### src/rtl/button_bank_conditioner_if.sv
// Button bank signal bundle: raw buttons and repeat enables in, conditioned
// levels and event pulses out, one bit per channel.
interface button_bank_conditioner_if #(
  parameter int CHANNELS = 4
);
  logic [CHANNELS-1:0] btn;
  logic [CHANNELS-1:0] repeat_en;
  logic [CHANNELS-1:0] level;
  logic [CHANNELS-1:0] press;
  logic [CHANNELS-1:0] release_pulse;
  logic [CHANNELS-1:0] rpt;

  modport master (
    output btn, repeat_en,
    input  level, press, release_pulse, rpt
  );

  modport slave (
    input  btn, repeat_en,
    output level, press, release_pulse, rpt
  );
endinterface

### src/rtl/button_bank_conditioner.sv
// Multi-channel push-button front end: synchroniser, debounce, press/release
// pulses, post-release press lockout and hold-to-repeat, one lane per channel.
module button_bank_lane #(
  parameter int SYNC_STAGES     = 2,
  parameter int DEBOUNCE_CYCLES = 65536,
  parameter int LOCKOUT_CYCLES  = 16777216,
  parameter int REPEAT_DELAY    = 50000000,
  parameter int REPEAT_PERIOD   = 10000000
) (
  input  logic clk,
  input  logic rst_n,
  input  logic btn,
  input  logic repeat_en,
  output logic level,
  output logic press,
  output logic release_pulse,
  output logic rpt
);
  localparam int DEB_W   = (DEBOUNCE_CYCLES > 1) ? $clog2(DEBOUNCE_CYCLES) : 1;
  localparam int LCK_W   = (LOCKOUT_CYCLES > 1) ? $clog2(LOCKOUT_CYCLES) : 1;
  localparam int RPT_MAX = (REPEAT_DELAY > REPEAT_PERIOD) ? REPEAT_DELAY : REPEAT_PERIOD;
  localparam int RPT_W   = (RPT_MAX > 1) ? $clog2(RPT_MAX) : 1;
  localparam logic [DEB_W-1:0] DEB_LAST = DEB_W'(DEBOUNCE_CYCLES - 1);
  localparam logic [LCK_W-1:0] LCK_LAST = LCK_W'((LOCKOUT_CYCLES > 0) ? LOCKOUT_CYCLES - 1 : 0);
  localparam logic [RPT_W-1:0] DLY_LAST = RPT_W'(REPEAT_DELAY - 1);
  localparam logic [RPT_W-1:0] PER_LAST = RPT_W'(REPEAT_PERIOD - 1);

  typedef enum logic [1:0] {IDLE, HELD, HELD_MUTED, LOCKOUT} state_t;

  logic [SYNC_STAGES-1:0] sync_q;
  logic [DEB_W-1:0]       deb_cnt, deb_nxt;
  logic [LCK_W-1:0]       lck_cnt, lck_nxt;
  logic [RPT_W-1:0]       rpt_cnt, rpt_cnt_nxt;
  logic                   phase, phase_nxt;
  logic                   level_nxt, rise, fall, s;
  logic                   press_nxt, rel_nxt, rpt_nxt;
  state_t                 state, state_nxt;

  assign s = sync_q[SYNC_STAGES-1];

  // Debounce: the level flips on the same edge the FSM sees rise/fall.
  always_comb begin
    deb_nxt   = deb_cnt;
    level_nxt = level;
    rise      = 1'b0;
    fall      = 1'b0;
    if (s == level) begin
      deb_nxt = '0;
    end else if (deb_cnt == DEB_LAST) begin
      deb_nxt   = '0;
      level_nxt = s;
      rise      = s;
      fall      = !s;
    end else begin
      deb_nxt = deb_cnt + DEB_W'(1);
    end
  end

  always_comb begin
    state_nxt   = state;
    lck_nxt     = '0;
    rpt_cnt_nxt = '0;
    phase_nxt   = 1'b0;
    press_nxt   = 1'b0;
    rel_nxt     = 1'b0;
    rpt_nxt     = 1'b0;
    case (state)
      IDLE: if (rise) begin
        state_nxt = HELD;
        press_nxt = 1'b1;
      end
      HELD: begin
        if (fall) begin
          rel_nxt   = 1'b1;
          state_nxt = (LOCKOUT_CYCLES == 0) ? IDLE : LOCKOUT;
        end else if (repeat_en) begin
          // phase 0 waits the initial delay, phase 1 runs the period
          phase_nxt   = phase;
          rpt_cnt_nxt = rpt_cnt + RPT_W'(1);
          if (!phase && rpt_cnt == DLY_LAST) begin
            rpt_nxt     = 1'b1;
            rpt_cnt_nxt = '0;
            phase_nxt   = 1'b1;
          end else if (phase && rpt_cnt == PER_LAST) begin
            rpt_nxt     = 1'b1;
            rpt_cnt_nxt = '0;
          end
        end
      end
      HELD_MUTED: if (fall) begin
        rel_nxt   = 1'b1;
        state_nxt = (LOCKOUT_CYCLES == 0) ? IDLE : LOCKOUT;
      end
      LOCKOUT: begin
        if (rise)                      state_nxt = HELD_MUTED;
        else if (lck_cnt == LCK_LAST)  state_nxt = IDLE;
        else                           lck_nxt   = lck_cnt + LCK_W'(1);
      end
      default: state_nxt = IDLE;
    endcase
  end

  always_ff @(posedge clk) begin
    if (!rst_n) begin
      state <= IDLE;
    end else begin
      state <= state_nxt;
    end
  end

  always_ff @(posedge clk) begin
    if (!rst_n) begin
      sync_q        <= '0;
      deb_cnt       <= '0;
      lck_cnt       <= '0;
      rpt_cnt       <= '0;
      phase         <= 1'b0;
      level         <= 1'b0;
      press         <= 1'b0;
      release_pulse <= 1'b0;
      rpt           <= 1'b0;
    end else begin
      sync_q        <= {sync_q[SYNC_STAGES-2:0], btn};
      deb_cnt       <= deb_nxt;
      lck_cnt       <= lck_nxt;
      rpt_cnt       <= rpt_cnt_nxt;
      phase         <= phase_nxt;
      level         <= level_nxt;
      press         <= press_nxt;
      release_pulse <= rel_nxt;
      rpt           <= rpt_nxt;
    end
  end
endmodule

module button_bank_conditioner #(
  parameter int CHANNELS        = 4,
  parameter int SYNC_STAGES     = 2,
  parameter int DEBOUNCE_CYCLES = 65536,
  parameter int LOCKOUT_CYCLES  = 16777216,
  parameter int REPEAT_DELAY    = 50000000,
  parameter int REPEAT_PERIOD   = 10000000
) (
  input  logic                         clk,
  input  logic                         rst_n,
  button_bank_conditioner_if.slave     bus
);
  logic [CHANNELS-1:0] level, press, rel, rpt;

  for (genvar i = 0; i < CHANNELS; i++) begin : g_lane
    button_bank_lane #(
      .SYNC_STAGES    (SYNC_STAGES),
      .DEBOUNCE_CYCLES(DEBOUNCE_CYCLES),
      .LOCKOUT_CYCLES (LOCKOUT_CYCLES),
      .REPEAT_DELAY   (REPEAT_DELAY),
      .REPEAT_PERIOD  (REPEAT_PERIOD)
    ) u_lane (
      .clk          (clk),
      .rst_n        (rst_n),
      .btn          (bus.btn[i]),
      .repeat_en    (bus.repeat_en[i]),
      .level        (level[i]),
      .press        (press[i]),
      .release_pulse(rel[i]),
      .rpt          (rpt[i])
    );
  end

  assign bus.level         = level;
  assign bus.press         = press;
  assign bus.release_pulse = rel;
  assign bus.rpt           = rpt;
endmodule

### src/flat_wrapper.sv
// flat-port wrapper written by rule: the top's interface ports become plain ports
module button_bank_conditioner_flat 
#(
  parameter int CHANNELS        = 4,
  parameter int SYNC_STAGES     = 2,
  parameter int DEBOUNCE_CYCLES = 65536,
  parameter int LOCKOUT_CYCLES  = 16777216,
  parameter int REPEAT_DELAY    = 50000000,
  parameter int REPEAT_PERIOD   = 10000000
)
  (clk, rst_n, bus_btn, bus_repeat_en, bus_level, bus_press, bus_release_pulse, bus_rpt);
  button_bank_conditioner_if #(.CHANNELS(CHANNELS)) bus_i ();
  input  logic clk;
  input  logic rst_n;
  input wire logic [$bits(bus_i.btn)-1:0] bus_btn;
  input wire logic [$bits(bus_i.repeat_en)-1:0] bus_repeat_en;
  output wire logic [$bits(bus_i.level)-1:0] bus_level;
  output wire logic [$bits(bus_i.press)-1:0] bus_press;
  output wire logic [$bits(bus_i.release_pulse)-1:0] bus_release_pulse;
  output wire logic [$bits(bus_i.rpt)-1:0] bus_rpt;
  assign bus_i.btn = bus_btn;
  assign bus_i.repeat_en = bus_repeat_en;
  assign bus_level = bus_i.level;
  assign bus_press = bus_i.press;
  assign bus_release_pulse = bus_i.release_pulse;
  assign bus_rpt = bus_i.rpt;
  button_bank_conditioner #(.CHANNELS(CHANNELS), .SYNC_STAGES(SYNC_STAGES), .DEBOUNCE_CYCLES(DEBOUNCE_CYCLES), .LOCKOUT_CYCLES(LOCKOUT_CYCLES), .REPEAT_DELAY(REPEAT_DELAY), .REPEAT_PERIOD(REPEAT_PERIOD)) u_core (.clk(clk), .rst_n(rst_n), .bus(bus_i));
endmodule
### config.mk
export PLATFORM = sky130hd
export DESIGN_NAME = button_bank_conditioner_flat
export DESIGN_NICKNAME = d
export VERILOG_FILES = /design/src/rtl/button_bank_conditioner_if.sv /design/src/rtl/button_bank_conditioner.sv /design/src/flat_wrapper.sv
export SDC_FILE = /design/constraint.sdc
export NUM_CORES = 1
export LEC_CHECK = 0
export ABC_CLOCK_PERIOD_IN_PS = 5760
export CORE_UTILIZATION = 30
export DETAILED_ROUTE_END_ITERATION = 7
export PLACE_DENSITY_LB_ADDON = 0.3
export REMOVE_ABC_BUFFERS = 1
export SYNTH_ARGS = -nofsm -noshare
export SYNTH_HDL_FRONTEND = slang
export SYNTH_SLANG_ARGS = --single-unit
### constraint.sdc
create_clock -name clk -period 5.76 [get_ports clk]
set_clock_uncertainty 0.1 [all_clocks]
set_input_delay 1.152 -clock clk [delete_from_list [all_inputs] [get_ports clk]]
set_output_delay 1.152 -clock clk [all_outputs]
set_load 0.02 [all_outputs]
Yosys cells after proc, flatten, opt, wreduce, memory -nomap -nowiden
Index checks and enable logic that the tools add are counted.
{ "classes": {"add_sub_neg": 12, "eq_ne": 44, "mux": 52, "bitwise_logic": 17, "n_reduce_logical": 56} }
{ "op_table": {"columns": ["cell", "n"], "rows": [
  ["$add 26x1->26 const B", 4],
  ["$eq 26x24->1 const B", 4],
  ["$eq 26x26->1 const B", 4],
  ["$add 24x1->24 const B", 4],
  ["$eq 24x24->1 const B", 4],
  ["$add 16x1->16 const B", 4],
  ["$eq 16x16->1 const B", 4],
  ["$mux 1", 32],
  ["$mux 2", 16],
  ["$reduce_or 4->1", 8],
  ["$pmux 2 s3", 4],
  ["$reduce_and 2->1", 12],
  ["$reduce_or 6->1", 4],
  ["$not 1->1", 17],
  ["$eq 2x2->1 const B", 8],
  ["$ne 3x3->1 const B", 4],
  ["$reduce_and 3->1", 4],
  ["$reduce_or 3->1", 4],
  ["$eq 2x1->1 const B", 4],
  ["$logic_and 1x1->1", 8],
  ["$logic_not 1->1", 8],
  ["$logic_not 2->1", 4],
  ["$ne 2x1->1 const B", 4],
  ["$ne 2x2->1 const B", 4],
  ["2 further kinds", 8]
]} }
{ "word_totals": {"register_bits": 300, "wordCells": 221} }

Longest topological paths before layout
{ "depth": {"word_depth": 5, "depth_mapped": 9} }

Modules after synthesis
From an unflattened synthesis, not the netlist that was laid out.
{ "hier_totals": {"hier_cells": 1490, "area_unflattened_um2": 13450.4} }
{ "by_module_without_submodules": {"columns": ["mod", "n_inst", "cells_per_inst", "area_per_inst_um2"], "rows": [
  ["button_bank_lane (u_core.g_lane[0].u_lane ...)", 3, 374, 3349.5],
  ["button_bank_lane (u_core.g_lane[3].u_lane)", 1, 368, 3402.0]
]} }

Worst setup path before layout
No wires, ideal clock.
{ "synth_path": {"path_kind": "input -> register", "from": "input port bus_repeat_en[1]", "to": "register u_core.g_lane[1].u_lane.rpt_cnt[25]", "setup_ns": 0.064, "arrival_ns": 2.143, "setup_slack_ns": 3.453, "cell_stages": 6, "path_buffers": 2, "cell_sequence": "and3_1 o21ai_0 or3_1 buf_2 buf_4 nor2_1"} }
{ "synth_between": {"elab_chain_cells": 2} }
{ "synth_lines": {"columns": ["element", "line", "source"], "rows": [
  ["start, declared", "flat_wrapper.sv:16", "input wire logic [$bits(bus_i.repeat_en)-1:0] bus_repeat_en;"],
  ["$not 1->1 (no line)", null, null],
  ["$reduce_or 6->1 (no line)", null, null],
  ["end signal, assigned", "button_bank_conditioner.sv:126", "rpt_cnt <= rpt_cnt_nxt;"],
  ["end, declared", "button_bank_conditioner.sv:33", "logic [RPT_W-1:0] rpt_cnt, rpt_cnt_nxt;"]
]} }
Every way passes these cells.
A chain may end at the register's enable or synchronous reset.

Worst setup path in the final report
{ "layout_path": {"from": "input port rst_n", "to": "register u_core.g_lane[1].u_lane.rpt_cnt[4]"} }
{ "layout_between": {"elab_chain_cells": 2} }
{ "layout_lines": {"columns": ["element", "line", "source"], "rows": [
  ["start, declared", "flat_wrapper.sv:14", "input logic rst_n;"],
  ["$not 1->1 (no line)", null, null],
  ["$reduce_or 6->1 (no line)", null, null]
]} }
Every way passes these cells.

==> impl_metrics.json <==
{
  "fmax_mhz": 337,
  "die_width_um": 214,
  "grt_util_all_layers_pct": 11.0,
  "pwr_density_cell_nw_per_um2": 285,
  "hold_class": "reg2reg",
  "synth_seq_area_share_pct": 44.4,
  "drtIter0Drc": 479,
  "relSlewSlack_pct": 17.7,
  "drive_gt1_share_pct": 5.00,
  "worstSetupPathType": "in2reg",
  "postCtsSetupBuffers": 0,
  "rows": 77,
  "insertion_delay_ns": 0.51,
  "clock_path_buffers": 3,
  "vias": 10000,
  "dieHeight_um": 214,
  "cp-start-kind": "primary input",
  "cts_hold_buffers": 0,
  "dp_cells": 2113,
  "synth_area_leader_cell": "dfxtp_1",
  "synth_top_area_share_pct": 44.4,
  "area_growth_pct": 13.3,
  "worst_slew_pin_slew_ns": 1.22,
  "grt_overflow": 0,
  "syn_area_um2": 13500,
  "cts_tree": "built",
  "crit_path_end_kind": "register",
  "die-area_um2": 45900,
  "worstPathMaxFanout": 32,
  "cts.sinks": 300,
  "synth-edff-count": 0,
  "ctsHtreeMaxLevel": 2,
  "arrival_ns": 3.30,
  "wl_um": 25500,
  "start_util_pct": 30.5,
  "ys_top_cells_by_area": "dfxtp_1 44%, nor2_1 9.3%, xnor2_1 8.6%, xor2_1 6.5%, nand3_1 3.5%",
  "antenna_found_initial": 0,
  "tns_ns": 0,
  "yosysWarningCount": 0,
  "run_status": "complete, no violations",
  "postRouteAntennaNets": 0,
  "async_flop_share_pct": 0,
  "period_share_pct": 51.5,
  "port_buffers": 25,
  "peakVddDrop_v": 0.000164,
  "grt_max_degree": 33,
  "syn_avg_cell_area_um2": 8.68,
  "fillCellCount": 4571,
  "seqCellArea_um2": 6010,
  "power.leakage_nw": 4.63,
  "dr.pass1.iters": 4,
  "drcViolationCount": 0,
  "ys_ff_latch": 300,
  "finalPower_w": 0.00436,
  "slew_viol_final": 0,
  "finalSetupViolCount": 0,
  "path_clk_slew_ns": 0.06,
  "core-area_um2": 44300,
  "final_nets": 1596,
  "ios": 26,
  "hold_viol": 0,
  "clockRootBuffer": "clkbuf_16",
  "synthCells": 1556,
  "grt_pass1_vias": 9381,
  "period_minus_slack_ns": 2.96,
  "yosysUniqueCellTypes": 63,
  "max-cap-violations": 0,
  "rsz0062_at_grt": "false",
  "wl_per_cell_um": 11.7,
  "finalNonFillerCells": 2173,
  "ctsResizeCount": 0,
  "grt_pass1_wl_um": 43900,
  "antenna_cells": 0,
  "vias_per_cell": 4.61,
  "multi_input_area_um2": 6960,
  "place.gp.congestion": 0.754,
  "cts_buffers": 35,
  "cp.required_ns": 6.09,
  "dp_hpwl_um": 17300,
  "ys_dominant_reg_cell": "dfxtp_1"
}
[cells in the mapped netlist (all sizes together) (2+ instances only)]
| cell type | number |
|---|---|
| o211ai | 3 |
| mux2i | 6 |
| or2 | 7 |
| or4bb | 3 |
| buf | 46 |
| clkbuf | 16 |
| ha | 28 |
| a32oi | 2 |
| and4b | 3 |
| nand2 | 98 |
| inv | 49 |
| nor4 | 36 |
| o21ai | 12 |
| xnor2 | 133 |
| and3 | 40 |
| and4 | 23 |
| or3 | 16 |
| o21a | 3 |
| dfxtp | 300 |
| a31oi | 6 |
| nand3 | 96 |
| nor2 | 335 |
| nand2b | 10 |
| or4 | 10 |
| nor2b | 9 |
| xor2 | 100 |
| a21oi | 14 |
| and2 | 21 |
| nand4 | 63 |
| nor3 | 39 |
| a211o | 3 |
| nor4bb | 2 |
| nor3b | 5 |
| or4b | 2 |
| nor4b | 5 |
[path summary, 6_finish.rpt]
kind | start | to | slack (ns) | depth (start not counted)
max | rst_n | u_core.g_lane[1].u_lane.rpt_cnt[4] | 2.80 | 6
min | u_core.g_lane[1].u_lane.sync_q[0] | u_core.g_lane[1].u_lane.sync_q[1] | 0.33 | 1
max reg2reg | u_core.g_lane[3].u_lane.deb_cnt[0] | u_core.g_lane[3].u_lane.rpt_cnt[20] | 2.82 | 6
min reg2reg | u_core.g_lane[1].u_lane.sync_q[0] | u_core.g_lane[1].u_lane.sync_q[1] | 0.33 | 1
[cell usage in the layout (no fill, tap or decap), types with 5 or more instances in the layout]
master / netlist / layout
o21ai_0: 11 / 11
nor3b_1: 5 / 5
nor4_2: 6 / 6
a31oi_1: 6 / 6
and2_1: 19 / 19
nor2_1: 335 / 335
nand2b_1: 10 / 10
xnor2_1: 133 / 133
dfxtp_1: 300 / 300
nor4b_1: 5 / 5
clkdlybuf4s50_1: 0 / 25
clkbuf_8: 0 / 5
or3_1: 16 / 16
nand2_1: 97 / 97
mux2i_1: 6 / 6
clkbuf_1: 15 / 10
ha_1: 28 / 28
and4_1: 23 / 23
nor2b_1: 9 / 9
or2_2: 6 / 6
and3_1: 40 / 40
or4_1: 9 / 9
nor4_1: 29 / 29
nand4_1: 59 / 59
inv_1: 49 / 49
nand3_1: 94 / 94
clkbuf_16: 0 / 37
nor3_1: 36 / 36
xor2_1: 100 / 100
a21oi_1: 14 / 14
[routing by layer]
layer  wire length (um)  global-route usage (%)  up-vias
met5                  0                       0        -
li1                   -                       -     5239
met2              11200                    17.9       80
met3                836                    1.96       41
met4                546                    3.45        0
met1              12900                    14.8     4667
[per-stage QoR]
| step | setup WS (ns) | util, % | hold slack [ns] | area (um^2) |
|---|---|---|---|---|
| floorplan | 3.32 | - | 0.312 | 13200 |
| global placement | 2.32 | 32.0 | 0.317 | 14200 |
| detailed placement | 2.24 | 32.0 | 0.323 | 14200 |
| CTS | 2.78 | 34.6 | 0.337 | 15300 |
| global route | 2.53 | 34.6 | 0.354 | 15300 |
| finish | 2.80 | 34.6 | 0.333 | 15300 |
[power by group]
part / internal, W / leakage (nW) / total [W] / switching [W]
clock: 0.00137 / 0.563 / 0.00221 / 0.000834
sequential: 0.00208 / 2.42 / 0.00209 / 0.00000746
combinational: 0.0000247 / 1.65 / 0.0000646 / 0.0000399
total: 0.00348 / 4.63 / 0.00436 / 0.000882
[registers in the layout (all words and copies together), names as in the netlist, 8 cells and up]
register,flops
u_core.g_lane.u_lane.sync_q,8
u_core.g_lane.u_lane.rpt_cnt,104
u_core.g_lane.u_lane.deb_cnt,64
u_core.g_lane.u_lane.lck_cnt,96
u_core.g_lane.u_lane.state,8
[worst max-delay path, stage by stage]
cell and delay (ns):
clkdlybuf4s50_1 0.46, buf_4 0.32, and3_1 0.21, o21ai_0 0.12, or3_1 0.79, nor2_1 0.23
[final cells by class]
type | count | share of cell area [%]
Clock buffer | 52 | 6.74
Clock inverter | 8 | 0.793
Inverter | 49 | 1.20
Multi-Input combinational cell | 1145 | 45.5
Sequential cell | 300 | 39.2
Tap cell | 592 | 4.84
Timing Repair Buffer | 27 | 1.73
[logic make-up (layout without fill, tap and decap cells)]
family / after synthesis / in the layout / share of synthesized area, %
fa+ha+maj: 28 / 28 / 2.59
xor+xnor: 233 / 233 / 15.1
mux: 6 / 6 / 0.445
simple gates: 826 / 826 / 30.9
flops: 300 / 300 / 44.4
compound gates: 52 / 52 / 2.53
buf+inv: 111 / 136 / 4.01
Power figures use the tool's default switching activity.
